[src/rtl/axi_lite_mem_slave_if.sv]
// AXI4-Lite bus bundle between the bridge master port and the memory responder.
// Clock and reset are kept outside the interface as plain module ports.
interface axi_lite_mem_slave_if #(
  parameter int unsigned ADDR_WIDTH = 8,
  parameter int unsigned DATA_WIDTH = 32
);
  logic [ADDR_WIDTH-1:0]   awaddr;
  logic                    awvalid;
  logic                    awready;
  logic [DATA_WIDTH-1:0]   wdata;
  logic [DATA_WIDTH/8-1:0] wstrb;
  logic                    wvalid;
  logic                    wready;
  logic [1:0]              bresp;
  logic                    bvalid;
  logic                    bready;
  logic [ADDR_WIDTH-1:0]   araddr;
  logic                    arvalid;
  logic                    arready;
  logic [DATA_WIDTH-1:0]   rdata;
  logic [1:0]              rresp;
  logic                    rvalid;
  logic                    rready;

  modport master (
    output awaddr, awvalid, wdata, wstrb, wvalid, bready, araddr, arvalid, rready,
    input  awready, wready, bresp, bvalid, arready, rdata, rresp, rvalid
  );

  modport slave (
    input  awaddr, awvalid, wdata, wstrb, wvalid, bready, araddr, arvalid, rready,
    output awready, wready, bresp, bvalid, arready, rdata, rresp, rvalid
  );
endinterface

[src/rtl/axi_lite_mem_slave.sv]
// AXI4-Lite word memory with independent single-outstanding write and read engines.
// Define AXI_MEM_ERR_RESP_EN to answer out-of-range byte addresses with SLVERR instead of wrapping.
module axi_lite_mem_slave #(
  parameter int unsigned DATA_WIDTH = 32,
  parameter int unsigned ADDR_WIDTH = 8,
  parameter int unsigned DEPTH      = 16
) (
  input  logic                s0_axi_aclk,
  input  logic                s0_axi_areset,
  axi_lite_mem_slave_if.slave s0_axi
);

  localparam int unsigned STRB_W    = DATA_WIDTH / 8;
  localparam int unsigned IDX_LO    = $clog2(STRB_W);
  localparam int unsigned IDX_W     = $clog2(DEPTH);
  localparam int unsigned MEM_BYTES = DEPTH * STRB_W;

  typedef enum logic [1:0] {W_IDLE, W_WAIT_DATA, W_WAIT_ADDR, W_RESP} w_state_t;
  typedef enum logic {R_IDLE, R_DATA} r_state_t;

  w_state_t              w_state;
  r_state_t              r_state;
  logic [DATA_WIDTH-1:0] mem [DEPTH];

  logic [IDX_W-1:0]      w_idx;
  logic                  w_err;
  logic [DATA_WIDTH-1:0] w_data;
  logic [STRB_W-1:0]     w_strb;

  logic                  aw_hs, w_hs, ar_hs;
  logic [ADDR_WIDTH-1:0] aw_word, ar_word;
  logic [IDX_W-1:0]      aw_idx, ar_idx;
  logic                  aw_err, ar_err;

  logic                  commit, c_err;
  logic [IDX_W-1:0]      c_idx;
  logic [DATA_WIDTH-1:0] c_data;
  logic [STRB_W-1:0]     c_strb;

  assign aw_hs = s0_axi.awvalid & s0_axi.awready;
  assign w_hs  = s0_axi.wvalid  & s0_axi.wready;
  assign ar_hs = s0_axi.arvalid & s0_axi.arready;

  assign aw_word = s0_axi.awaddr >> IDX_LO;
  assign ar_word = s0_axi.araddr >> IDX_LO;
  assign aw_idx  = aw_word[IDX_W-1:0];
  assign ar_idx  = ar_word[IDX_W-1:0];

`ifdef AXI_MEM_ERR_RESP_EN
  assign aw_err = 32'(s0_axi.awaddr) >= MEM_BYTES;
  assign ar_err = 32'(s0_axi.araddr) >= MEM_BYTES;
`else
  assign aw_err = 1'b0;
  assign ar_err = 1'b0;
`endif

  // Word bits above the index are deliberately discarded (wrap or range-checked above).
  logic unused_addr_bits;
  assign unused_addr_bits = ^{aw_word, ar_word};

  function automatic logic [DATA_WIDTH-1:0] merge_lanes(
    input logic [DATA_WIDTH-1:0] old_word,
    input logic [DATA_WIDTH-1:0] new_word,
    input logic [STRB_W-1:0]     strb
  );
    logic [DATA_WIDTH-1:0] r;
    r = old_word;
    for (int unsigned b = 0; b < STRB_W; b++)
      if (strb[b]) r[8*b +: 8] = new_word[8*b +: 8];
    return r;
  endfunction

  // Final handshake of a write: pick address from the bus or the latch, data likewise.
  always_comb begin
    commit = 1'b0;
    c_idx  = w_idx;
    c_err  = w_err;
    c_data = w_data;
    c_strb = w_strb;
    case (w_state)
      W_IDLE: if (aw_hs && w_hs) begin
        commit = 1'b1;
        c_idx  = aw_idx;
        c_err  = aw_err;
        c_data = s0_axi.wdata;
        c_strb = s0_axi.wstrb;
      end
      W_WAIT_DATA: if (w_hs) begin
        commit = 1'b1;
        c_data = s0_axi.wdata;
        c_strb = s0_axi.wstrb;
      end
      W_WAIT_ADDR: if (aw_hs) begin
        commit = 1'b1;
        c_idx  = aw_idx;
        c_err  = aw_err;
      end
      default: ;
    endcase
  end

  always_ff @(posedge s0_axi_aclk) begin
    if (s0_axi_areset) begin
      w_state        <= W_IDLE;
      s0_axi.awready <= 1'b0;
      s0_axi.wready  <= 1'b0;
      s0_axi.bvalid  <= 1'b0;
      s0_axi.bresp   <= 2'b00;
      w_idx          <= '0;
      w_err          <= 1'b0;
      w_data         <= '0;
      w_strb         <= '0;
      for (int unsigned i = 0; i < DEPTH; i++) mem[i] <= '0;
    end else begin
      if (commit && !c_err) mem[c_idx] <= merge_lanes(mem[c_idx], c_data, c_strb);
      if (commit) begin
        w_state        <= W_RESP;
        s0_axi.awready <= 1'b0;
        s0_axi.wready  <= 1'b0;
        s0_axi.bvalid  <= 1'b1;
        s0_axi.bresp   <= c_err ? 2'b10 : 2'b00;
      end else begin
        case (w_state)
          W_IDLE: begin
            s0_axi.awready <= 1'b1;
            s0_axi.wready  <= 1'b1;
            if (aw_hs) begin
              w_idx          <= aw_idx;
              w_err          <= aw_err;
              w_state        <= W_WAIT_DATA;
              s0_axi.awready <= 1'b0;
            end else if (w_hs) begin
              w_data         <= s0_axi.wdata;
              w_strb         <= s0_axi.wstrb;
              w_state        <= W_WAIT_ADDR;
              s0_axi.wready  <= 1'b0;
            end
          end
          W_RESP: if (s0_axi.bready) begin
            w_state        <= W_IDLE;
            s0_axi.bvalid  <= 1'b0;
            s0_axi.bresp   <= 2'b00;
            s0_axi.awready <= 1'b1;
            s0_axi.wready  <= 1'b1;
          end
          default: ;
        endcase
      end
    end
  end

  // mem is sampled before this edge's write lands, so a same-edge read sees old data.
  always_ff @(posedge s0_axi_aclk) begin
    if (s0_axi_areset) begin
      r_state        <= R_IDLE;
      s0_axi.arready <= 1'b0;
      s0_axi.rvalid  <= 1'b0;
      s0_axi.rdata   <= '0;
      s0_axi.rresp   <= 2'b00;
    end else begin
      case (r_state)
        R_IDLE: begin
          s0_axi.arready <= 1'b1;
          if (ar_hs) begin
            r_state        <= R_DATA;
            s0_axi.arready <= 1'b0;
            s0_axi.rvalid  <= 1'b1;
            s0_axi.rdata   <= ar_err ? '0 : mem[ar_idx];
            s0_axi.rresp   <= ar_err ? 2'b10 : 2'b00;
          end
        end
        R_DATA: if (s0_axi.rready) begin
          r_state        <= R_IDLE;
          s0_axi.rvalid  <= 1'b0;
          s0_axi.arready <= 1'b1;
        end
        default: ;
      endcase
    end
  end

endmodule

[src/flat_wrapper.sv]
// flat-port wrapper written by rule: the top's interface ports become plain ports
module axi_lite_mem_slave_flat 
#(
  parameter int unsigned DATA_WIDTH = 32,
  parameter int unsigned ADDR_WIDTH = 8,
  parameter int unsigned DEPTH      = 16
)
  (s0_axi_aclk, s0_axi_areset, s0_axi_awaddr, s0_axi_awvalid, s0_axi_wdata, s0_axi_wstrb, s0_axi_wvalid, s0_axi_bready, s0_axi_araddr, s0_axi_arvalid, s0_axi_rready, s0_axi_awready, s0_axi_wready, s0_axi_bresp, s0_axi_bvalid, s0_axi_arready, s0_axi_rdata, s0_axi_rresp, s0_axi_rvalid);
  axi_lite_mem_slave_if #(.ADDR_WIDTH(ADDR_WIDTH), .DATA_WIDTH(DATA_WIDTH)) s0_axi_i ();
  input  logic s0_axi_aclk;
  input  logic s0_axi_areset;
  input wire logic [$bits(s0_axi_i.awaddr)-1:0] s0_axi_awaddr;
  input wire logic [$bits(s0_axi_i.awvalid)-1:0] s0_axi_awvalid;
  input wire logic [$bits(s0_axi_i.wdata)-1:0] s0_axi_wdata;
  input wire logic [$bits(s0_axi_i.wstrb)-1:0] s0_axi_wstrb;
  input wire logic [$bits(s0_axi_i.wvalid)-1:0] s0_axi_wvalid;
  input wire logic [$bits(s0_axi_i.bready)-1:0] s0_axi_bready;
  input wire logic [$bits(s0_axi_i.araddr)-1:0] s0_axi_araddr;
  input wire logic [$bits(s0_axi_i.arvalid)-1:0] s0_axi_arvalid;
  input wire logic [$bits(s0_axi_i.rready)-1:0] s0_axi_rready;
  output wire logic [$bits(s0_axi_i.awready)-1:0] s0_axi_awready;
  output wire logic [$bits(s0_axi_i.wready)-1:0] s0_axi_wready;
  output wire logic [$bits(s0_axi_i.bresp)-1:0] s0_axi_bresp;
  output wire logic [$bits(s0_axi_i.bvalid)-1:0] s0_axi_bvalid;
  output wire logic [$bits(s0_axi_i.arready)-1:0] s0_axi_arready;
  output wire logic [$bits(s0_axi_i.rdata)-1:0] s0_axi_rdata;
  output wire logic [$bits(s0_axi_i.rresp)-1:0] s0_axi_rresp;
  output wire logic [$bits(s0_axi_i.rvalid)-1:0] s0_axi_rvalid;
  assign s0_axi_i.awaddr = s0_axi_awaddr;
  assign s0_axi_i.awvalid = s0_axi_awvalid;
  assign s0_axi_i.wdata = s0_axi_wdata;
  assign s0_axi_i.wstrb = s0_axi_wstrb;
  assign s0_axi_i.wvalid = s0_axi_wvalid;
  assign s0_axi_i.bready = s0_axi_bready;
  assign s0_axi_i.araddr = s0_axi_araddr;
  assign s0_axi_i.arvalid = s0_axi_arvalid;
  assign s0_axi_i.rready = s0_axi_rready;
  assign s0_axi_awready = s0_axi_i.awready;
  assign s0_axi_wready = s0_axi_i.wready;
  assign s0_axi_bresp = s0_axi_i.bresp;
  assign s0_axi_bvalid = s0_axi_i.bvalid;
  assign s0_axi_arready = s0_axi_i.arready;
  assign s0_axi_rdata = s0_axi_i.rdata;
  assign s0_axi_rresp = s0_axi_i.rresp;
  assign s0_axi_rvalid = s0_axi_i.rvalid;
  axi_lite_mem_slave #(.DATA_WIDTH(DATA_WIDTH), .ADDR_WIDTH(ADDR_WIDTH), .DEPTH(DEPTH)) u_core (.s0_axi_aclk(s0_axi_aclk), .s0_axi_areset(s0_axi_areset), .s0_axi(s0_axi_i));
endmodule
[config.mk]
export PLATFORM = sky130hd
export DESIGN_NAME = axi_lite_mem_slave_flat
export DESIGN_NICKNAME = d
export VERILOG_FILES = /design/src/rtl/axi_lite_mem_slave_if.sv /design/src/rtl/axi_lite_mem_slave.sv /design/src/flat_wrapper.sv
export SDC_FILE = /design/constraint.sdc
export NUM_CORES = 1
export LEC_CHECK = 0
export CAP_MARGIN = 5
export CORE_UTILIZATION = 61
export CTS_CLUSTER_SIZE = 12
export DETAILED_ROUTE_END_ITERATION = 16
export PLACE_DENSITY = 0.8
export SLEW_MARGIN = 20
export SYNTH_ARGS = -nofsm -noshare
export SYNTH_HDL_FRONTEND = slang
export SYNTH_SLANG_ARGS = --single-unit
[constraint.sdc]
create_clock -name s0_axi_aclk -period 3.5 [get_ports s0_axi_aclk]
set_input_delay 0.7 -clock s0_axi_aclk [delete_from_list [all_inputs] [get_ports s0_axi_aclk]]
set_output_delay 0.7 -clock s0_axi_aclk [all_outputs]
set_load 0.02 [all_outputs]
## Yosys cells after proc, flatten, opt, wreduce, memory -nomap -nowiden

Memory sizes are Yosys's and may differ from the RTL's. A register that Yosys moved wholly into a read port is not among the register bits.
Index checks and enable logic that the tools add are counted.

| operators by class | value |
|---|---|
| $add $sub $neg | 0 |
| multipliers | 0 |
| div/mod/pow operators | 0 |
| magnitude comparators | 0 |
| equality and inequality tests | 12 |
| shifts and indexed selects | 0 |
| mux-type cells | 62 |
| bitwise gates (word level) | 6 |
| reduce and logical (&&, ||, !) cells | 21 |

Operators with widths:

| kind | number |
|---|---|
| $mux W32 | 3 |
| $mux W8 | 12 |
| $pmux W32 S2 | 1 |
| $reduce_or A32 Y1 | 1 |
| $mux W4 | 6 |
| $mux W1 | 23 |
| $reduce_and A2 Y1 | 9 |
| $pmux W4 S2 | 2 |
| $mux W2 | 7 |
| $ne A3 B3 Y1 const B | 4 |
| $pmux W1 S2 | 6 |
| $reduce_and A3 Y1 | 2 |
| $reduce_bool A2 Y1 | 3 |
| $eq A2 B2 Y1 const B | 2 |
| $ne A2 B2 Y1 const B | 2 |
| $ne A4 B1 Y1 const B | 1 |
| $pmux W2 S2 | 1 |
| $and A1 B1 Y1 | 3 |
| $ne A3 B2 Y1 const B | 1 |
| $not A1 Y1 | 3 |
| $pmux W1 S3 | 1 |
| $reduce_bool A3 Y1 | 1 |
| $eq A2 B1 Y1 const B | 1 |
| $logic_and A1 B1 Y1 | 2 |
| other kinds (4) | 4 |

| word-level totals | value |
|---|---|
| flip-flop bits (word level) | 51 |
| bits in latches | 0 |
| RAM bits | 512 |
| ROM bits | 0 |
| output and inout bits | 41 |
| memories kept | 1 |

Memories:

| memory | words | width | rd ports | clocked after memory_dff | wr ports | line | text |
|---|---|---|---|---|---|---|---|
| u_core.mem | 16 | 32 | 1 | 1 | 16 | axi_lite_mem_slave.sv:23 | `logic [DATA_WIDTH-1:0] mem [DEPTH];` |

## Depth between registers and ports, before layout

| logic depth | value |
|---|---|
| depth in word-level cells | 12 |
| gate-level depth with buffers | 11 |

## Least setup slack after synthesis

No wires, ideal clock.

| timing path | value |
|---|---|
| path type | in2reg |
| start | input s0_axi_wvalid |
| end | memory u_core.mem[5][0] (enable) |
| data arrival time | 2.488 ns |
| slack | 0.637 ns |
| stages | 9 |
| cell sequence | buf_2 > and4_1 > buf_2 > buf_4 > a22oi_1 > o21ai_2 > buf_2 > nand3_1 > o21bai_1 |

RTL lines:

| what | line | text |
|---|---|---|
| from (decl) | flat_wrapper.sv:16 | `input wire logic [$bits(s0_axi_i.wvalid)-1:0] s0_axi_wvalid;` |
| to (decl) | axi_lite_mem_slave.sv:23 |  |

==> qor.csv <==
stage,metric,value,unit
synthesis,Cells after Synth,2015,
timing,Final Max Tran Viols,0,
clock_tree,Sinks on Clock Net,594,
synthesis,Synth Flop Type,edfxtp_1,
floorplan,CORE AREA,0.0424,sq mm
power,Psw,4.40,mW
flow_run,Max Cap Viol,0,
cells_and_area,final net count,2219,
synthesis,yosys warns,0,
synthesis,Synth area leaders,"edfxtp_1 58%, mux4_2 11%, nor2_1 7.9%, dfxtp_1 6.2%, mux2i_1 2.6%",
power,Cell Pwr Density,545,mW/mm^2
power,internal power,12.3,mW
clock_tree,CTS H-tree lvls,2,
grt,GRT Util Overall,31.2,%
floorplan,die area,0.0442,sq mm
synthesis,synthesized cell area,0.0265,sq mm
clock_tree,setup repair bufs after CTS,0,
synthesis,"EDFF count, synth",512,
synthesis,sequential share of the synthesized area,64.3,%
power,Clock power frac,35.9,%
critical_path,Crit path required time,3830,ps
timing,final worst setup slack,287,ps
synthesis,share of the synthesized area in the top cell type,58.1,%
grt,number of antenna violations at the first check in global routing,0,
synthesis,fraction of registers with async set/reset,0,%
placement,pre-CTS setup slack,-138,ps
route,wire per inst,24.2,microns
power,combinational cell fraction of total power,15.4,%
timing,setup_tns,0,ps
route,DRC violations left,0,
critical_path,Buffers & Inverters on Critical Path,4,
clock_tree,clock buffer depth,3,
timing,FMAX,311,MHz
placement,detailed placer's ending HPWL,44800,microns
timing,min cycle time layout,3210,ps
synthesis,synth cell count leaders,"556 x nor2_1, 512 x edfxtp_1, 128 x mux4_2",
power,Seq pwr share,48.6,%
route,1st-iter DRT viols,1996,
synthesis,"FF+latch count, synth",594,
placement,Routability Congestion,0.842,
floorplan,Site Rows,75,
critical_path,Top delay family on crit path,compound AO/OA/AOI/OAI gates,
grt,vias in the first global route,17700,
synthesis,post-synth cell types,56,
grt,total grt overflow,0,
cells_and_area,layout cell share with drive strength beyond 1,19.1,%
timing,Final Hold Fails,0,
floorplan,Starting Density,62.4,%
run_status,status,"complete, no violations",
synthesis,Syn Area/Cell,13.1,sq um
route,Routed Antenna Nets,0,
route,WL final,67500,microns
power,Max IR drop VDD,473,uV
route,via/cell ratio,6.40,
cells_and_area,Multi-input gate area,0.00866,sq mm
clock_tree,CTS tree,yes,
timing,RSZ-0062 raised after global routing,no,
timing,Worst Skew,17.5,ps
placement,I/O Buffers,88,
timing,fin crit share,91.8,%
critical_path,CP Max Fanout,17,
route,TritonRoute pass-1 iters,5,
grt,largest net degree at the start of global routing,89,
clock_tree,hold-fix buffer count after cts,0,
critical_path,Worst Path Arrival,3540,ps
floorplan,DIE WIDTH,210,microns
critical_path,Worst Setup Start Kind,flop,
critical_path,critical path cell sequence,inv_1 > ha_1 > nand2b_1 > a21o_1 > a211oi_4 > buf_12 > buf_4 > nand2_1 > o21bai_1 > buf_4,
floorplan,Ports,100,
synthesis,leading area contributor after synthesis,edfxtp_1,
route,Vias,17800,
timing,Worst-Margin Slew,1010,ps
cells_and_area,fin area,0.0307,sq mm
cells_and_area,# fillers,2705,
timing,Hold WS,453,ps
critical_path,"Worst Path Class, Setup",flop to flop,
critical_path,"Top cell by count, worst path",buf_4,
critical_path,delay of the slowest cell on the worst path,460,ps
synthesis,most frequent cell after synthesis,nor2_1,
clock_tree,CTS resizes,0,
cells_and_area,Synth-to-Final Area Change,15.9,%
clock_tree,TritonCTS buffer count,59,
cells_and_area,Reg area,0.0170,sq mm
clock_tree,Worst-Skew Late Latency,630,ps
clock_tree,clock-pin slew on the worst setup and hold paths,60,ps
timing,worst rel slew slack,31.4,%
power,Sw Share,26.3,%
worst_hold_path,Hold Crit Class,flop to flop,
critical_path,"Slowest-stage cell, CP",ha_1,
floorplan,Die Y,210,microns
grt,first-pass GRT wire length,102000,microns
clock_tree,CTS root buf,clkbuf_16,
placement,DP Area,0.0288,sq mm
critical_path,CP Capture Type,flop,
power,Pleak,10.3,nW
cells_and_area,n_diodes,0,
timing,endpoints failing setup,0,
layout by cell type, fill, tap and decap left out, types with 3 or more instances in the layout:
master,count
clkbuf_16,60
ha_1,3
nor3_1,3
o211ai_1,3
inv_1,6
o21ai_2,4
clkbuf_8,11
a22oi_1,26
edfxtp_1,512
o21bai_1,62
clkdlybuf4s50_1,84
buf_4,164
and2_1,3
nand3_1,39
a21oi_1,73
o21ai_1,5
nand3_2,8
nor2_1,556
nand2b_1,4
a22o_1,27
buf_12,17
o21ai_0,42
mux2i_1,68
nand4_1,34
a211oi_1,3
clkinv_2,4
dfxtp_1,82
clkinv_1,3
nand2_1,89
conb_1,3
mux4_2,128
clkbuf_1,31
nor2b_1,4
kinds of logic (layout without fill, tap and decap cells):
kind of cell / Yosys count / in the layout / synth area share, %
compound gates: 280 / 280 / 7.34
simple gates: 745 / 745 / 11.5
flops: 594 / 594 / 64.3
buf+inv: 195 / 385 / 3.25
fa+ha+maj: 4 / 4 / 0.189
mux: 196 / 196 / 13.5
other cells: 1 / 3 / 0.0142
per-layer routing:
layer | global-route usage, % | up-vias | share of wire, %
li1 | - | 7705 | -
met5 | 0 | - | 0
met3 | 5.84 | 182 | 11
met2 | 52.0 | 1147 | 50
met1 | 40.4 | 8771 | 35
met4 | 13.3 | 0 | 3.9
sequential cells by signal (all words and copies together) (netlist names):
| register | cells |
|---|---|
| u_core.r_state | 1 |
| u_core.w_state | 2 |
| u_core.s0_axi.arready | 1 |
| u_core.mem | 512 |
| u_core.s0_axi.rvalid | 1 |
| u_core.s0_axi.rdata | 32 |
| u_core.s0_axi.bvalid | 1 |
| u_core.s0_axi.wready | 1 |
| u_core.w_strb | 4 |
| u_core.s0_axi.bresp | 1 |
| u_core.w_data | 32 |
| u_core.s0_axi.awready | 1 |
| u_core.w_idx | 4 |
| u_core.w_err | 1 |
power by group through the flow:
stage	clock (mW)	sequential, mW	combinational [mW]
final	6.00	8.13	2.58
after global routing	6.30	8.15	2.74
after CTS	6.04	8.12	2.53
after detailed placement	0	8.27	2.52
after global placement	0	8.24	2.45
after floorplan	0	8.24	1.58
worst paths after layout:
check / end / cells after the start / slack [ps] / start
hold / removal: u_core.w_data[16]$_SDFFE_PP0P_ / 2 / 450 / u_core.w_data[16]$_SDFFE_PP0P_
setup / recovery: u_core.mem[9][17]$_SDFFCE_PN0P_ / 10 / 290 / u_core.w_state[0]$_SDFFE_PP0P_
hold reg to reg: u_core.w_data[16]$_SDFFE_PP0P_ / 2 / 450 / u_core.w_data[16]$_SDFFE_PP0P_
setup reg to reg: u_core.mem[9][17]$_SDFFCE_PN0P_ / 10 / 290 / u_core.w_state[0]$_SDFFE_PP0P_
per-stage QoR:
step	util, %	cells	total power [mW]
after detailed placement	68.0	2672	10.8
final	72.3	2784	16.7
after floorplan	-	2017	9.82
after CTS	72.3	2784	16.7
after global routing	72.3	2784	17.2
after global placement	68.0	2672	10.7
worst register-to-register path, stage by stage, from the launching register on:
cell      delay [ps]
dfxtp_1          340
inv_1            100
ha_1             460
nand2b_1         180
a21o_1           270
a211oi_4         290
buf_12           180
buf_4            240
nand2_1          340
o21bai_1         310
buf_4            220
area by class of cell:
class / instances / area share [%]
timing repair buffer: 266 / 7.91
sequential: 594 / 55.5
multi-input combinational: 1228 / 28.2
inverter: 7 / 0.0857
tap: 577 / 2.35
clock buffer: 103 / 5.77
clock inverter: 9 / 0.184
No activity file was read; power rests on OpenSTA's default activity.
